===== src/rtl/key_debounce_pulse_if.sv =====
// Signal bundle between the key debouncer and the datapath control logic that consumes
// its level and strobes.
interface key_debounce_pulse_if;
  logic       key_in;
  logic       key_level;
  logic       press_pulse;
  logic       release_pulse;
  logic [7:0] press_count;

  // master: the debouncer itself; slave: the consumer that also supplies the synced key.
  modport master (
    input  key_in,
    output key_level,
    output press_pulse,
    output release_pulse,
    output press_count
  );

  modport slave (
    output key_in,
    input  key_level,
    input  press_pulse,
    input  release_pulse,
    input  press_count
  );
endinterface


===== src/rtl/key_debounce_pulse.sv =====
// Key debouncer: filters bounce on a synchronized key, emits registered level, press/release
// strobes and a wrapping press counter. Define AUTO_REPEAT_EN to add hold-to-repeat presses.
module key_debounce_pulse #(
  parameter int unsigned DEBOUNCE_CYCLES = 500000,
  parameter int unsigned CNT_W           = 20,
  parameter int unsigned ACTIVE_LOW      = 1,
  parameter int unsigned REPEAT_DELAY    = 25000000,
  parameter int unsigned REPEAT_PERIOD   = 5000000
) (
  input logic                   clk,
  input logic                   Reset,
  key_debounce_pulse_if.master  kif
);

  typedef enum logic [1:0] {
    StIdleUp,
    StWaitDown,
    StHeldDown,
    StWaitUp
  } state_e;

  localparam logic [CNT_W-1:0] DebLast = CNT_W'(DEBOUNCE_CYCLES - 1);

  // Reject configurations the counter cannot represent.
  if (DEBOUNCE_CYCLES < 1 || REPEAT_DELAY < 1 || REPEAT_PERIOD < 1) begin : gen_bad_cycles
    $error("key_debounce_pulse: cycle parameters must be >= 1");
  end
  if ((64'(DEBOUNCE_CYCLES - 1) >> CNT_W) != 64'd0) begin : gen_bad_width
    $error("key_debounce_pulse: CNT_W too narrow for DEBOUNCE_CYCLES");
  end

  logic pressed;
  assign pressed = kif.key_in ^ (ACTIVE_LOW != 0);

  state_e           state_q, state_d;
  logic [CNT_W-1:0] cnt_q, cnt_d;
  logic             level_q, level_d;
  logic             press_q, press_d;
  logic             release_q, release_d;
  logic [7:0]       count_q, count_d;

`ifdef AUTO_REPEAT_EN
  if ((64'(REPEAT_DELAY - 1) >> CNT_W) != 64'd0 ||
      (64'(REPEAT_PERIOD - 1) >> CNT_W) != 64'd0) begin : gen_bad_repeat_width
    $error("key_debounce_pulse: CNT_W too narrow for REPEAT_DELAY/REPEAT_PERIOD");
  end

  localparam logic [CNT_W-1:0] DelayLast  = CNT_W'(REPEAT_DELAY - 1);
  localparam logic [CNT_W-1:0] PeriodLast = CNT_W'(REPEAT_PERIOD - 1);

  // Low on entry to StHeldDown; set once the first (longer) repeat interval has elapsed.
  logic repeated_q, repeated_d;
  logic [CNT_W-1:0] repeat_last;
  assign repeat_last = repeated_q ? PeriodLast : DelayLast;
`endif

  always_comb begin
    state_d   = state_q;
    cnt_d     = cnt_q;
    level_d   = level_q;
    press_d   = 1'b0;
    release_d = 1'b0;
    count_d   = count_q;
`ifdef AUTO_REPEAT_EN
    repeated_d = repeated_q;
`endif

    unique case (state_q)
      StIdleUp: begin
        if (pressed) begin
          state_d = StWaitDown;
          cnt_d   = '0;
        end
      end

      StWaitDown: begin
        if (!pressed) begin
          state_d = StIdleUp;
          cnt_d   = '0;
        end else if (cnt_q == DebLast) begin
          state_d = StHeldDown;
          level_d = 1'b1;
          press_d = 1'b1;
          count_d = count_q + 8'd1;
          cnt_d   = '0;
`ifdef AUTO_REPEAT_EN
          repeated_d = 1'b0;
`endif
        end else begin
          cnt_d = cnt_q + 1'b1;
        end
      end

      StHeldDown: begin
        if (!pressed) begin
          state_d = StWaitUp;
          cnt_d   = '0;
        end else begin
`ifdef AUTO_REPEAT_EN
          if (cnt_q == repeat_last) begin
            press_d    = 1'b1;
            count_d    = count_q + 8'd1;
            cnt_d      = '0;
            repeated_d = 1'b1;
          end else begin
            cnt_d = cnt_q + 1'b1;
          end
`else
          cnt_d = '0;
`endif
        end
      end

      StWaitUp: begin
        if (pressed) begin
          // Release bounce: back to held with no pulse; repeat timing restarts.
          state_d = StHeldDown;
          cnt_d   = '0;
`ifdef AUTO_REPEAT_EN
          repeated_d = 1'b0;
`endif
        end else if (cnt_q == DebLast) begin
          state_d   = StIdleUp;
          level_d   = 1'b0;
          release_d = 1'b1;
          cnt_d     = '0;
        end else begin
          cnt_d = cnt_q + 1'b1;
        end
      end

      default: begin
        state_d = StIdleUp;
        cnt_d   = '0;
      end
    endcase
  end

  always_ff @(posedge clk or posedge Reset) begin
    if (Reset) begin
      state_q   <= StIdleUp;
      cnt_q     <= '0;
      level_q   <= 1'b0;
      press_q   <= 1'b0;
      release_q <= 1'b0;
      count_q   <= 8'd0;
    end else begin
      state_q   <= state_d;
      cnt_q     <= cnt_d;
      level_q   <= level_d;
      press_q   <= press_d;
      release_q <= release_d;
      count_q   <= count_d;
    end
  end

`ifdef AUTO_REPEAT_EN
  always_ff @(posedge clk or posedge Reset) begin
    if (Reset) begin
      repeated_q <= 1'b0;
    end else begin
      repeated_q <= repeated_d;
    end
  end
`endif

  assign kif.key_level     = level_q;
  assign kif.press_pulse   = press_q;
  assign kif.release_pulse = release_q;
  assign kif.press_count   = count_q;

endmodule


===== src/flat_wrapper.sv =====
// flat-port wrapper written by rule: the top's interface ports become plain ports
module key_debounce_pulse_flat 
#(
  parameter int unsigned DEBOUNCE_CYCLES = 500000,
  parameter int unsigned CNT_W           = 20,
  parameter int unsigned ACTIVE_LOW      = 1,
  parameter int unsigned REPEAT_DELAY    = 25000000,
  parameter int unsigned REPEAT_PERIOD   = 5000000
)
  (clk, Reset, kif_key_in, kif_key_level, kif_press_pulse, kif_release_pulse, kif_press_count);
  key_debounce_pulse_if kif_i ();
  input logic clk;
  input logic Reset;
  input wire logic [$bits(kif_i.key_in)-1:0] kif_key_in;
  output wire logic [$bits(kif_i.key_level)-1:0] kif_key_level;
  output wire logic [$bits(kif_i.press_pulse)-1:0] kif_press_pulse;
  output wire logic [$bits(kif_i.release_pulse)-1:0] kif_release_pulse;
  output wire logic [$bits(kif_i.press_count)-1:0] kif_press_count;
  assign kif_i.key_in = kif_key_in;
  assign kif_key_level = kif_i.key_level;
  assign kif_press_pulse = kif_i.press_pulse;
  assign kif_release_pulse = kif_i.release_pulse;
  assign kif_press_count = kif_i.press_count;
  key_debounce_pulse #(.DEBOUNCE_CYCLES(DEBOUNCE_CYCLES), .CNT_W(CNT_W), .ACTIVE_LOW(ACTIVE_LOW), .REPEAT_DELAY(REPEAT_DELAY), .REPEAT_PERIOD(REPEAT_PERIOD)) u_core (.clk(clk), .Reset(Reset), .kif(kif_i));
endmodule

===== config.mk =====
export PLATFORM = sky130hd
export DESIGN_NAME = key_debounce_pulse_flat
export DESIGN_NICKNAME = d
export VERILOG_FILES = /design/src/rtl/key_debounce_pulse_if.sv /design/src/rtl/key_debounce_pulse.sv /design/src/flat_wrapper.sv
export SDC_FILE = /design/constraint.sdc
export NUM_CORES = 1
export LEC_CHECK = 0
export CORE_ASPECT_RATIO = 1.1
export CORE_MARGIN = 4
export CORE_UTILIZATION = 45
export CTS_BUF_LIST = sky130_fd_sc_hd__clkbuf_4 sky130_fd_sc_hd__clkbuf_8
export CTS_CLUSTER_SIZE = 25
export DETAILED_ROUTE_END_ITERATION = 10
export PLACE_DENSITY = 0.62
export SYNTH_ARGS = -nofsm -noshare
export SYNTH_HDL_FRONTEND = slang
export SYNTH_SLANG_ARGS = --single-unit

===== constraint.sdc =====
create_clock -name clk -period 3.3 [get_ports clk]
set_input_delay 0.33 -clock clk [delete_from_list [all_inputs] [get_ports clk]]
set_output_delay 0.33 -clock clk [all_outputs]
set_load 0.02 [all_outputs]

==> flow_summary.yaml, run 1 <==
routing:
  ant_nets: 0
  vias: 1425
  routed_wl_mm: 3.68
  vias_per_cell: 5.77
  drt_iter0_drc: 44
  wl_per_cell_um: 14.9
  first_pass_iters: 4
  drc: 0
critical_path:
  reg2reg_depth: 6
  rrSetupSlack_ns: 0.97
  path_delay_family: "simple AND/OR/NAND/NOR gates"
  arrival_ns: 2.54
  cp-start-kind: "flop"
  crit_required_ns: 3.52
  end_kind: "flop"
  cp_slowest_cell: "nor4_1"
  reg2reg_from: "u_core.cnt_q[0]$_DFFE_PP0P_"
  path_cells: "ha_1 -> inv_1 -> nor4_1 -> nand2_1 -> or4_1 -> nand3_1"
  cp-startpoint: "u_core.cnt_q[0]$_DFFE_PP0P_"
  crit_path_end: "u_core.cnt_q[18]$_DFFE_PP0P_"
  crit_type: "flop to flop"
  crit-reg2reg-capture: "u_core.cnt_q[18]$_DFFE_PP0P_"
  worstPathMaxFanout: 6
  max_stage_delay_ns: 0.77
  path_buf_inv: 1
  crit_cells: 6
placement:
  hpwl_mm: 2.58
  io_buffers: 13
  gp_congestion: 0.809
finish:
  drive_gt1_frac: 0.117
  seq_area_sq_um: 826
  final_nets: 201
  areaGrowthSynthToFinish_pct: 16.8
  antenna_cells: 0
  n_fill_cell: 366
  multi_input_comb_area_sq_um: 868
  utilization: 0.554
logic_synthesis:
  ys_types: 46
  synthCells: 178
  synth_top_family_by_area: "simple AND/OR/NAND/NOR gates"
  synth_flop_cell: "dfrtp_1"
  ys_ff_latch: 33
  synth-xor-area-share: 0.0451
  syn_area_per_cell_sq_um: 9.81
  synth_compound_area_frac: 0.155
  yosys_warnings: 0
  ys_async_sr_fraction: 1.00
  synth_edf_count: 0
  synthSimpleGateAreaFrac: 0.270
  ys_seq_area_frac: 0.473
  syn_area_sq_mm: 0.00175
  syn_nets: 183
  synthMuxAreaShare: 0.0122
  synth_fa_ha_area_frac: 0.0143
die:
  die_area_sq_mm: 0.00494
  design.core.area_sq_mm: 0.00368
  die_w_um: 67.4
  num_rows: 23
  fp.dieH_um: 73.3
  io_pins: 14
  start_util: 0.474
pwr:
  totalPowerFinal_uw: 820
  power_density_mw_per_mm2: 402
  pwr-share-seq: 0.521
  pwr-share-comb: 0.078
  p_sw_frac: 0.238
  clkPwrFrac: 0.402
  p_sw_uw: 196
  leakagePower_nw: 0.894
  p_int_uw: 624
  ir_drop_mv: 0.303
global_route:
  grt_max_degree: 34
  grt_pass1_vias: 1417
  grt_usage: 0.172
  grt_overflow: 0
  antenna_found_initial: 0
  grt_pass1_wl_mm: 6.39
clocking:
  clock_latency_ns: 0.28
  cts_setup_buffers: 0
  cts_resized: 0
  clk_root_buffer_cell: "clkbuf_8"
  clk_path_buf_depth: 2
  cts_buffers: 5
  clkTransAtPathRegs_ns: 0.07
  cts_tree: "built"
  cts.sinks: 33
  cts_hold_buffers: 0
  h-tree-depth: 2
sta:
  max_slew_margin: 0.385
  grt_setup_unrepaired: "no"
  period_minus_slack_ns: 2.33
  max_freq_mhz: 430
  tightestPinTransition_ns: 0.915
  final-setup-viol-count: 0
  fin_setup_tns_ns: 0
  hold_viol: 0
  clock_skew_ns: 0.00789
  finalCritPeriodShare: 0.705
  drv_slew: 0
job:
  maxCapViolCount: 0
hold_path:
  min_path_type: "input port to asynchronous set/reset pin"
outcome:
  status: "finished clean"
==> cells by family (layout without fill, tap and decap cells) <==
logic type                 after synthesis  after routing
AOI/OAI and AO/OA                       41             41
buffers and inverters                   13             32
adders and majority gates                2              2
and+or+nand+nor                         78             78
DFF                                     33             33
muxes                                    2              2
xor gates and xnor gates                 9              9
==> cell usage after synthesis, types with 2 or more instances <==
cell,instances,area share
nand3_1,14,0.040
nand4_1,4,0.014
nor4b_1,2,0.010
and3_1,5,0.018
nand2_1,18,0.039
o21ai_0,5,0.014
nand2b_1,2,0.0072
inv_1,8,0.017
ha_1,2,0.014
xor2_1,6,0.030
a31oi_1,11,0.039
nor4_4,2,0.024
a21oi_1,9,0.026
and2_1,2,0.0072
and4_1,2,0.010
nor4_1,3,0.011
a21o_1,2,0.0086
nor2_1,7,0.015
buf_2,3,0.0086
a31o_2,2,0.010
xnor2_1,3,0.015
dfrtp_1,33,0.47
nor3_1,6,0.017
a22o_1,2,0.010
or3_1,4,0.014
==> worst register-to-register path, stage by stage, from the launching register on <==
cell and delay (ns):
dfrtp_1 0.40, ha_1 0.23, inv_1 0.07, nor4_1 0.77, nand2_1 0.23, or4_1 0.47
nand3_1 0.09
==> sequential cells by signal (all words and copies together), names as in the netlist, named ones only <==
register                  cells
u_core.kif.press_count        8
u_core.state_q                1
u_core.kif.press_pulse        1
u_core.kif.key_level          1
u_core.cnt_q                 20
u_core.kif.release_pulse      1
==> worst min path at each step <==
stage                     slack (ns)  cells past startpoint                                    end
final                           0.43                      3       u_core.kif.press_pulse$_DFF_PP0_
after global routing            0.48                      3       u_core.kif.press_pulse$_DFF_PP0_
after CTS                       0.45                      3     u_core.kif.release_pulse$_DFF_PP0_
after detailed placement        0.47                      1  u_core.kif.press_count[7]$_DFFE_PP0P_
after global placement          0.46                      1  u_core.kif.press_count[7]$_DFFE_PP0P_
after floorplan                 0.40                      1       u_core.kif.press_pulse$_DFF_PP0_
==> stage by stage <==
| step | area [sq um] | std cells | setup slack (ns) | hold WS, ns |
|---|---|---|---|---|
| final | 2040 | 247 | 0.974 | 0.434 |
| after global routing | 2040 | 247 | 0.821 | 0.477 |
| after CTS | 2040 | 247 | 1.04 | 0.446 |
| after detailed placement | 1940 | 239 | 1.06 | 0.466 |
| after global placement | 1940 | 239 | 1.14 | 0.460 |
| after floorplan | 1750 | 178 | 1.23 | 0.402 |
==> placed cells by master (no fill, tap or decap), drive strengths merged, types with 2 or more instances in the layout <==
cell type	Yosys	routed
nor4	5	5
nand4	4	4
and3	5	5
or3	4	4
a21o	3	3
a22o	2	2
clkdlybuf4s50	0	13
a31oi	11	11
nor3	6	6
nand3	15	15
xor2	6	6
o21ai	5	5
clkbuf	1	7
ha	2	2
a21oi	10	10
nand2	18	18
dfrtp	33	33
nor4b	2	2
xnor2	3	3
nor2	7	7
a31o	2	2
nand2b	2	2
and2	3	3
and4	3	3
buf	4	3
inv	8	8
==> area by class of cell <==
type                    instances  area share
clock buffers                   7      0.0472
clock inverters                 1     0.00245
inverters                       8      0.0147
multi-input cells             132       0.426
flip-flops and latches         33       0.405
well taps                      50      0.0307
repair buffers                 16      0.0748
==> power groups by stage <==
stage / Clock [mW] / Combinational, mW / Sequential (mW)
after floorplan: 0 / 0.0458 / 0.431
after global placement: 0 / 0.0618 / 0.433
after detailed placement: 0 / 0.0633 / 0.434
after CTS: 0.341 / 0.0639 / 0.426
after global routing: 0.357 / 0.0709 / 0.429
final: 0.330 / 0.0636 / 0.427
==> layer usage <==
layer	up-vias	track usage	wire length [um]
met5	-	0	0
met4	0	0.0766	66
li1	692	-	-
met3	5	0.0428	127
met1	704	0.198	1660
met2	24	0.299	1830
Power figures use the tool's default switching activity.
==> run 2: changes to the inputs <==
==> constraint.sdc (replaced) <==
create_clock -name clk -period 2.3 [get_ports clk]
set_input_delay 0.23 -clock clk [delete_from_list [all_inputs] [get_ports clk]]
set_output_delay 0.23 -clock clk [all_outputs]
set_load 0.02 [all_outputs]
==> run 2 against run 1 <==
Net effect: cell count up 1.6%; clock power up 33%; first-iteration DRC count down 20%; worst setup slack worse by 0.83 ns; worst hold slack worse by 0.089 ns; design area up 1.9%; die area unchanged; via count up 0.21%; wire length down 0.41%; flip-flop and latch count unchanged; maximum frequency up 8.0%; largest cell class unchanged; highest routed layer unchanged.
==> flow_summary.yaml, run 2 (same netlist as run 1, synthesis figures left out) <==
global_route:
  grt_pass1_vias: 1324
  grt_pass1_wl_mm: 6.13
  antenna_found_initial: 0
  grt_max_degree: 34
  grt_overflow: 0
  grt_usage: 0.165
clocking:
  cts.sinks: 33
  cts_buffers: 5
  clkTransAtPathRegs_ns: 0.06
  cts_hold_buffers: 0
  clk_root_buffer_cell: "clkbuf_8"
  clk_path_buf_depth: 2
  h-tree-depth: 2
  cts_tree: "built"
  clock_latency_ns: 0.28
  cts_setup_buffers: 0
  cts_resized: 0
sta:
  grt_setup_unrepaired: "no"
  max_slew_margin: 0.721
  final-setup-viol-count: 0
  hold_viol: 0
  finalCritPeriodShare: 0.937
  holdWs_ns: 0.345
  drv_slew: 0
  fin_ws_ns: 0.146
  period_minus_slack_ns: 2.15
  max_freq_mhz: 464
  clock_skew_ns: 0.00719
  tightestPinTransition_ns: 0.419
  fin_setup_tns_ns: 0
pwr:
  leakagePower_nw: 0.918
  ir_drop_mv: 0.354
  p_int_uw: 880
  p_sw_frac: 0.234
  power_density_mw_per_mm2: 552
  pwr-share-seq: 0.535
  pwr-share-comb: 0.083
  clkPwrFrac: 0.382
  totalPowerFinal_mw: 1.15
  p_sw_uw: 269
finish:
  antenna_cells: 0
  largest_reg_flops: 20
  final_area_sq_mm: 0.00208
  final_nets: 206
  final_cell_count_no_fill: 251
  layout_commonest_cell: "dfrtp_1"
  areaGrowthSynthToFinish_pct: 19.1
  utilization: 0.565
  largest-register: "u_core.cnt_q"
  final_cell_mix: "dfrtp_1, nand2_1, nand3_1, clkdlybuf4s50_1, a31oi_1"
  drive_gt1_frac: 0.134
critical_path:
  path_buf_inv: 0
  cp_slowest_cell: "or4_1"
  end_kind: "flop"
  rrSetupSlack_ns: 0.15
  crit_type: "flop to flop"
  arrival_ns: 2.37
  path_cells: "ha_1 -> and4_1 -> and4_2 -> a21o_2 -> or4_1 -> nand3_1"
  worstPathMaxFanout: 9
  cp-start-kind: "flop"
  path_delay_family: "simple AND/OR/NAND/NOR gates"
  max_stage_delay_ns: 0.48
  reg2reg_from: "u_core.cnt_q[0]$_DFFE_PP0P_"
  crit_required_ns: 2.51
  crit-reg2reg-capture: "u_core.cnt_q[18]$_DFFE_PP0P_"
  reg2reg_depth: 6
hold_path:
  min_path_type: "input port to asynchronous set/reset pin"
routing:
  wl_per_cell_um: 14.6
  drc: 0
  routed_wl_mm: 3.66
  ant_nets: 0
  vias: 1428
  first_pass_iters: 4
  drt_iter0_drc: 35
  vias_per_cell: 5.69
placement:
  pre_cts_slack_ns: 0.170
  hpwl_mm: 2.64
  gp_congestion: 0.850
  io_buffers: 13
  dpl_cell_area_sq_mm: 0.00199
  dp_cells: 244
die:
  die_w_um: 67.4
  fp.dieH_um: 73.3
  start_util: 0.474
  io_pins: 14
  num_rows: 23
  die_area_sq_mm: 0.00494
  design.core.area_sq_mm: 0.00368
outcome:
  status: "finished clean"
job:
  maxCapViolCount: 0
[run 2: cell count changes in the layout (fill, tap and decap cells not counted)]
cell,change
buf_4,+4
clkbuf_8,-1
buf_12,+1
clkinv_2,-1
clkbuf_4,+1
[run 2: layer usage]
metal	GRT usage	part of all wire
met5	0	0
met4	0.0518	0.013
met3	0.0459	0.032
met2	0.291	0.52
met1	0.191	0.44
[run 2: final cells by class]
cell class                      count  area [sq um]
Clock buffer                        7          90.1
Fill cell                         353          1600
Inverter                            8          30.0
Multi-Input combinational cell    132           868
Sequential cell                    33           826
Tap cell                           50          62.6
Timing Repair Buffer               21           203
[run 2: worst max path at each step]
| stage | start | endpoint | cells after the start |
|---|---|---|---|
| 5_1_grt | u_core.cnt_q[0]$_DFFE_PP0P_ | u_core.cnt_q[18]$_DFFE_PP0P_ | 6 |
| 3_3_place_gp | u_core.cnt_q[0]$_DFFE_PP0P_ | u_core.cnt_q[18]$_DFFE_PP0P_ | 6 |
| 2_1_floorplan | u_core.cnt_q[0]$_DFFE_PP0P_ | u_core.cnt_q[18]$_DFFE_PP0P_ | 7 |
| 4_1_cts | u_core.cnt_q[0]$_DFFE_PP0P_ | u_core.cnt_q[18]$_DFFE_PP0P_ | 6 |
| 6_report | u_core.cnt_q[0]$_DFFE_PP0P_ | u_core.cnt_q[18]$_DFFE_PP0P_ | 6 |
| 3_5_place_dp | u_core.cnt_q[0]$_DFFE_PP0P_ | u_core.cnt_q[18]$_DFFE_PP0P_ | 6 |
[run 2: worst reg2reg max path, delay by kind of cell, from the launching register on]
family                   cells  cell delay [ns]
AO/OA/AOI/OAI                1             0.30
adder cells (fa/ha/maj)      1             0.26
flip-flops                   1             0.42
AND/OR/NAND/NOR              4             1.11
[run 2: power by group through the flow]
stage	Combinational, mW	Clock (mW)	Sequential (mW)
after floorplan	0.0658	0	0.619
after global placement	0.0940	0	0.622
after detailed placement	0.0967	0	0.623
after CTS	0.0968	0.454	0.613
after global routing	0.107	0.478	0.617
final	0.0951	0.439	0.614
